[src/rtl/id_ex_alu_decode.sv]
// ID/EX decode stage: turns the ID instruction into ALU operands, op code and destination,
// captured into the ID/EX register. Define ID_EX_IMM_OPS_EN to decode the I-type ALU opcodes.
module id_ex_alu_decode #(
    parameter int unsigned LEN_DATA = 32,
    parameter int unsigned LEN_OP   = 4
) (
    input  logic                CLK,
    input  logic                RESET,
    input  logic                IN_VALID,
    input  logic [31:0]         INSTRUCTION,
    input  logic [LEN_DATA-1:0] RS_DATA,
    input  logic [LEN_DATA-1:0] RT_DATA,
    input  logic                STALL,
    input  logic                FLUSH,
    output logic [LEN_DATA-1:0] ALU_A,
    output logic [LEN_DATA-1:0] ALU_B,
    output logic [LEN_OP-1:0]   ALU_OPCODE,
    output logic [4:0]          WRITE_REG,
    output logic                REG_WRITE,
    output logic                OUT_VALID,
    output logic                ILLEGAL
);

    localparam logic [LEN_OP-1:0] ALU_SLL = LEN_OP'(0);
    localparam logic [LEN_OP-1:0] ALU_SRL = LEN_OP'(1);
    localparam logic [LEN_OP-1:0] ALU_SRA = LEN_OP'(2);
    localparam logic [LEN_OP-1:0] ALU_ADD = LEN_OP'(3);
    localparam logic [LEN_OP-1:0] ALU_SUB = LEN_OP'(4);
    localparam logic [LEN_OP-1:0] ALU_AND = LEN_OP'(5);
    localparam logic [LEN_OP-1:0] ALU_OR  = LEN_OP'(6);
    localparam logic [LEN_OP-1:0] ALU_XOR = LEN_OP'(7);
    localparam logic [LEN_OP-1:0] ALU_NOR = LEN_OP'(8);

    localparam logic [5:0] OPC_RTYPE = 6'h00;
    localparam logic [5:0] OPC_LW    = 6'h23;
    localparam logic [5:0] OPC_SW    = 6'h2B;
`ifdef ID_EX_IMM_OPS_EN
    localparam logic [5:0] OPC_ADDI  = 6'h08;
    localparam logic [5:0] OPC_ADDIU = 6'h09;
    localparam logic [5:0] OPC_ANDI  = 6'h0C;
    localparam logic [5:0] OPC_ORI   = 6'h0D;
    localparam logic [5:0] OPC_XORI  = 6'h0E;
    localparam logic [5:0] OPC_LUI   = 6'h0F;
    localparam logic [LEN_DATA-1:0] LUI_SHIFT = LEN_DATA'(16);
`endif

    logic [5:0]          opcode;
    logic [5:0]          funct;
    logic [4:0]          rt;
    logic [4:0]          rd;
    logic [LEN_DATA-1:0] shamt_zx;
    logic [LEN_DATA-1:0] imm_sx;
    logic [LEN_DATA-1:0] imm_zx;
    logic                unused_rs_field;

    assign opcode          = INSTRUCTION[31:26];
    assign rt              = INSTRUCTION[20:16];
    assign rd              = INSTRUCTION[15:11];
    assign funct           = INSTRUCTION[5:0];
    assign shamt_zx        = LEN_DATA'(INSTRUCTION[10:6]);
    assign imm_sx          = LEN_DATA'($signed(INSTRUCTION[15:0]));
    assign imm_zx          = LEN_DATA'(INSTRUCTION[15:0]);
    // rs is read by the register file upstream; only its data arrives here
    assign unused_rs_field = ^{INSTRUCTION[25:21], imm_zx};

    logic [LEN_DATA-1:0] dec_a;
    logic [LEN_DATA-1:0] dec_b;
    logic [LEN_OP-1:0]   dec_op;
    logic [4:0]          dec_wreg;
    logic                dec_regw;
    logic                dec_legal;

    // Combinational decode; fields are don't-care when dec_legal is low
    always_comb begin
        dec_a     = RS_DATA;
        dec_b     = RT_DATA;
        dec_op    = ALU_ADD;
        dec_wreg  = rt;
        dec_regw  = (rt != 5'd0);
        dec_legal = 1'b1;
        case (opcode)
            OPC_RTYPE: begin
                dec_wreg = rd;
                dec_regw = (rd != 5'd0);
                case (funct)
                    6'h00: begin dec_op = ALU_SLL; dec_a = shamt_zx; end
                    6'h02: begin dec_op = ALU_SRL; dec_a = shamt_zx; end
                    6'h03: begin dec_op = ALU_SRA; dec_a = shamt_zx; end
                    6'h04: dec_op = ALU_SLL;
                    6'h06: dec_op = ALU_SRL;
                    6'h07: dec_op = ALU_SRA;
                    6'h21: dec_op = ALU_ADD;
                    6'h23: dec_op = ALU_SUB;
                    6'h24: dec_op = ALU_AND;
                    6'h25: dec_op = ALU_OR;
                    6'h26: dec_op = ALU_XOR;
                    6'h27: dec_op = ALU_NOR;
                    default: dec_legal = 1'b0;
                endcase
            end
            OPC_LW: dec_b = imm_sx;
            OPC_SW: begin
                dec_b    = imm_sx;
                dec_wreg = 5'd0;
                dec_regw = 1'b0;
            end
`ifdef ID_EX_IMM_OPS_EN
            OPC_ADDI, OPC_ADDIU: dec_b = imm_sx;
            OPC_ANDI: begin dec_op = ALU_AND; dec_b = imm_zx; end
            OPC_ORI:  begin dec_op = ALU_OR;  dec_b = imm_zx; end
            OPC_XORI: begin dec_op = ALU_XOR; dec_b = imm_zx; end
            OPC_LUI: begin
                dec_op = ALU_SLL;
                dec_a  = LUI_SHIFT;
                dec_b  = imm_zx;
            end
`endif
            default: dec_legal = 1'b0;
        endcase
    end

    // ID/EX register: reset > flush > stall > load; illegal and idle slots load as bubbles
    always_ff @(posedge CLK or posedge RESET) begin
        if (RESET) begin
            ALU_A      <= '0;
            ALU_B      <= '0;
            ALU_OPCODE <= ALU_ADD;
            WRITE_REG  <= '0;
            REG_WRITE  <= 1'b0;
            OUT_VALID  <= 1'b0;
            ILLEGAL    <= 1'b0;
        end else if (FLUSH) begin
            ALU_A      <= '0;
            ALU_B      <= '0;
            ALU_OPCODE <= ALU_ADD;
            WRITE_REG  <= '0;
            REG_WRITE  <= 1'b0;
            OUT_VALID  <= 1'b0;
            ILLEGAL    <= 1'b0;
        end else if (!STALL) begin
            if (IN_VALID && dec_legal) begin
                ALU_A      <= dec_a;
                ALU_B      <= dec_b;
                ALU_OPCODE <= dec_op;
                WRITE_REG  <= dec_wreg;
                REG_WRITE  <= dec_regw;
                OUT_VALID  <= 1'b1;
                ILLEGAL    <= 1'b0;
            end else begin
                ALU_A      <= '0;
                ALU_B      <= '0;
                ALU_OPCODE <= ALU_ADD;
                WRITE_REG  <= '0;
                REG_WRITE  <= 1'b0;
                OUT_VALID  <= IN_VALID;
                ILLEGAL    <= IN_VALID;
            end
        end
    end

endmodule

[config.mk]
export PLATFORM = sky130hd
export DESIGN_NAME = id_ex_alu_decode
export DESIGN_NICKNAME = d
export VERILOG_FILES = /design/src/rtl/id_ex_alu_decode.sv
export SDC_FILE = /design/constraint.sdc
export NUM_CORES = 1
export LEC_CHECK = 0
export BUFFER_PORTS_ARGS = -buffer_cell sky130_fd_sc_hd__buf_2
export CORE_MARGIN = 5
export CORE_UTILIZATION = 46
export DETAILED_ROUTE_END_ITERATION = 8
export GPL_ROUTABILITY_DRIVEN = 0
export GPL_TIMING_DRIVEN = 0
export PLACE_DENSITY = 0.88
export SYNTH_ARGS = -nofsm -noshare
export SYNTH_HDL_FRONTEND = slang
export SYNTH_SLANG_ARGS = --single-unit
[constraint.sdc]
create_clock -name CLK -period 3.1 [get_ports CLK]
set_clock_uncertainty 0.15 [all_clocks]
set_input_delay 0.31 -clock CLK [delete_from_list [all_inputs] [get_ports CLK]]
set_output_delay 0.31 -clock CLK [all_outputs]
set_load 0.02 [all_outputs]
==> metrics <==
hold_sp RS_DATA[29]; Worst EP required 3.17 ns; routed wire length about 11000 um; first-pass GRT wire length approximately 18000 um; reg2reg path depth 2; clk slew on worst S/H paths approximately 0.090 ns; drc violations 0; adder-cell share of the synthesized area 0; worst-skew pair later-pin latency 0.34 ns; Fin Hold WS around 0.05 ns; row count 32; leading cell types by count after synthesis nand2_1, dfrtp_1, o31ai_1; reg-to-reg slack, setup between 2 and 2.5 ns; Fmax 0.428 GHz; Post-synth EDFFs 0; max cap viols 0; share of layout cells above drive strength 1 0.371; area grow syn2layout 32.4%; max-slew violations 0; leading area contributor after synthesis dfrtp_1; peak supply drop about 330 uV; via count ~3.5k; Fin. Hold Viols 0; share of synthesized flip-flops with an asynchronous set or reset 1.00; final global-route overflow total 0; HPWL after DPL just under 9000 um; Synth Instances 370; P_leak roughly 2.6 nW; crit path launch INSTRUCTION[27]; Final Util 0.627; Worst Hold Class input port to flip-flop; RSZ-0062 raised after global routing no; total power approximately 1.9 mW; area share of xor/xnor cells in the synthesized design 0; #FFs+latches synth 76; worst-margin pin slew approximately 0.87 ns; simple logic cell fraction of the synthesized area 0.139; DR WL/cell 17.2 um; TritonCTS Sinks 76; # fillers roughly 700; DRT Pass-1 Iters 5; H-tree depth 3; sequential area share after synthesis 0.520; core area approximately 0.0077 mm2; starting DRC count in detailed routing between 100 and 150; Crit. End Element flip-flop; Synth cell types 37; Critical Path AT between 2 and 2.5 ns; Detail Route Antenna Nets 0; Total GRT Usage 0.231; Num CTS Buffers 9; share of the synthesized area in the top cell type 0.506; Top FF cell, synth dfrtp_1; Setup crit start kind input port; CTS tree built; Rel. slew slack 0.414; WS Path Type input port to flip-flop; post-synthesis mux area share 0.0547; total die area 0.00984 mm2; die height 99.2 um; initial antenna violation count 0; antenna cell count 0; via count of the first global-routing pass about 3.6k; chip width about 99 um; vias per inst 5.33; minimum clock period approximately 2.3 ns; Compound-Gate Fraction of Synth Area 0.212; synth top area cells dfrtp_1, o31ai_1, nand2_1; capture point of the worst reg-to-reg path ALU_OPCODE[1]; setup tns final 0 ns; Starting Density 0.474; Ys Warns 0; Setup Viol. Count Final 0; Min-Delay Path Depth 3; Post-Synthesis Net Count roughly 470; PortBufs between 150 and 200; clock root buffer clkbuf_8; Crit Reg-Reg Startpoint ALU_OPCODE[1]; syn avg cell area 9.89 um2; Nets about 650; Max Root-Sink Buffers 2; crit-path max FO 10; synthesized area 0.00366 mm2; largest net degree at the start of global routing 43; largest family of logic cells by synthesized area compound AO/OA/AOI/OAI gates; cell with the most instances after synthesis nand2_1; status finished, final reports clean; Final period util 0.753; Hold Path End ALU_A[29]; Ports ~180; pwr/cell area between 300 and 400 mW/mm2
==> routing by layer <==
metal	track usage	wire [um]
met2	0.390	5620
met4	0.0851	274
met1	0.294	4700
met3	0.0463	727
met5	0	0
==> kinds of logic (layout without fill, tap and decap cells) <==
family                 Yosys count  count (layout)
DFF                             76              76
buffers and inverters           57             242
and+or+nand+nor                110             110
AOI/OAI and AO/OA              107             107
muxes                           20              20
==> area by class of cell <==
class | count | area (um2) | share of cell area
Sequential cell | 76 | 1900 | 0.393
Multi-Input combinational cell | 237 | 1490 | 0.307
Timing Repair Buffer | 171 | 876 | 0.181
Buffer | 27 | 158 | 0.0325
Tap cell | 102 | 128 | 0.0263
Clock buffer | 9 | 124 | 0.0256
Inverter | 30 | 115 | 0.0238
Clock inverter | 5 | 55.1 | 0.0114
==> worst max-delay path: stages <==
cell and delay, ns:
buf_2 0.12, nor4_1 0.46, nand4b_1 0.55, nand2_1 0.52, buf_2 0.32, o31ai_1 0.11
==> per-stage QoR <==
| stage | area (um2) | setup slack [ns] | std cells |
|---|---|---|---|
| after floorplan | 3660 | 0.705 | 370 |
| after global placement | 4630 | -0.114 | 641 |
| after detailed placement | 4660 | 0.458 | 642 |
| after CTS | 4840 | 0.817 | 657 |
| after global routing | 4840 | 0.554 | 657 |
| final | 4840 | 0.766 | 657 |
==> worst max path at each step <==
stage	endpoint	cells past startpoint	slack [ns]
after floorplan	ALU_A[0]	1	0.70
after global placement	ALU_OPCODE[2]	2	-0.11
after detailed placement	ALU_A[15]	6	0.46
after CTS	ALU_A[15]	6	0.82
after global routing	ALU_A[15]	6	0.55
final	ALU_A[15]	6	0.77
==> power breakdown <==
group / switching (mW) / internal [mW] / total [mW]
clock network: 0.363 / 0.361 / 0.724
logic: 0.132 / 0.0806 / 0.213
registers: 0.00209 / 0.995 / 0.997
==> flip-flops by register name, summed over array words and instances, names as in the netlist <==
| signal | count |
|---|---|
| ALU_OPCODE | 4 |
| ALU_A | 32 |
| ILLEGAL | 1 |
| OUT_VALID | 1 |
| REG_WRITE | 1 |
| WRITE_REG | 5 |
| ALU_B | 32 |
==> repair_timing <==
item	in CTS	in global routing
hold buffers	1	0
buffers inserted	0	0
hold endpoints to repair	34	0
gates resized for setup	0	0
==> cells in the final DEF (no fill, tap or decap), drive strengths merged, types with 3 or more instances in the layout <==
| master | netlist | layout |
|---|---|---|
| inv | 30 | 30 |
| a21oi | 20 | 20 |
| nor4 | 4 | 4 |
| o31ai | 69 | 69 |
| nor3 | 4 | 4 |
| nor2b | 3 | 3 |
| nand2 | 81 | 81 |
| buf | 10 | 180 |
| nor2 | 4 | 4 |
| clkbuf | 17 | 26 |
| o21ai | 5 | 5 |
| nand2b | 3 | 3 |
| dfrtp | 74 | 74 |
| mux2i | 20 | 20 |
| a32oi | 4 | 4 |
(Power assumes the default switching activity.)
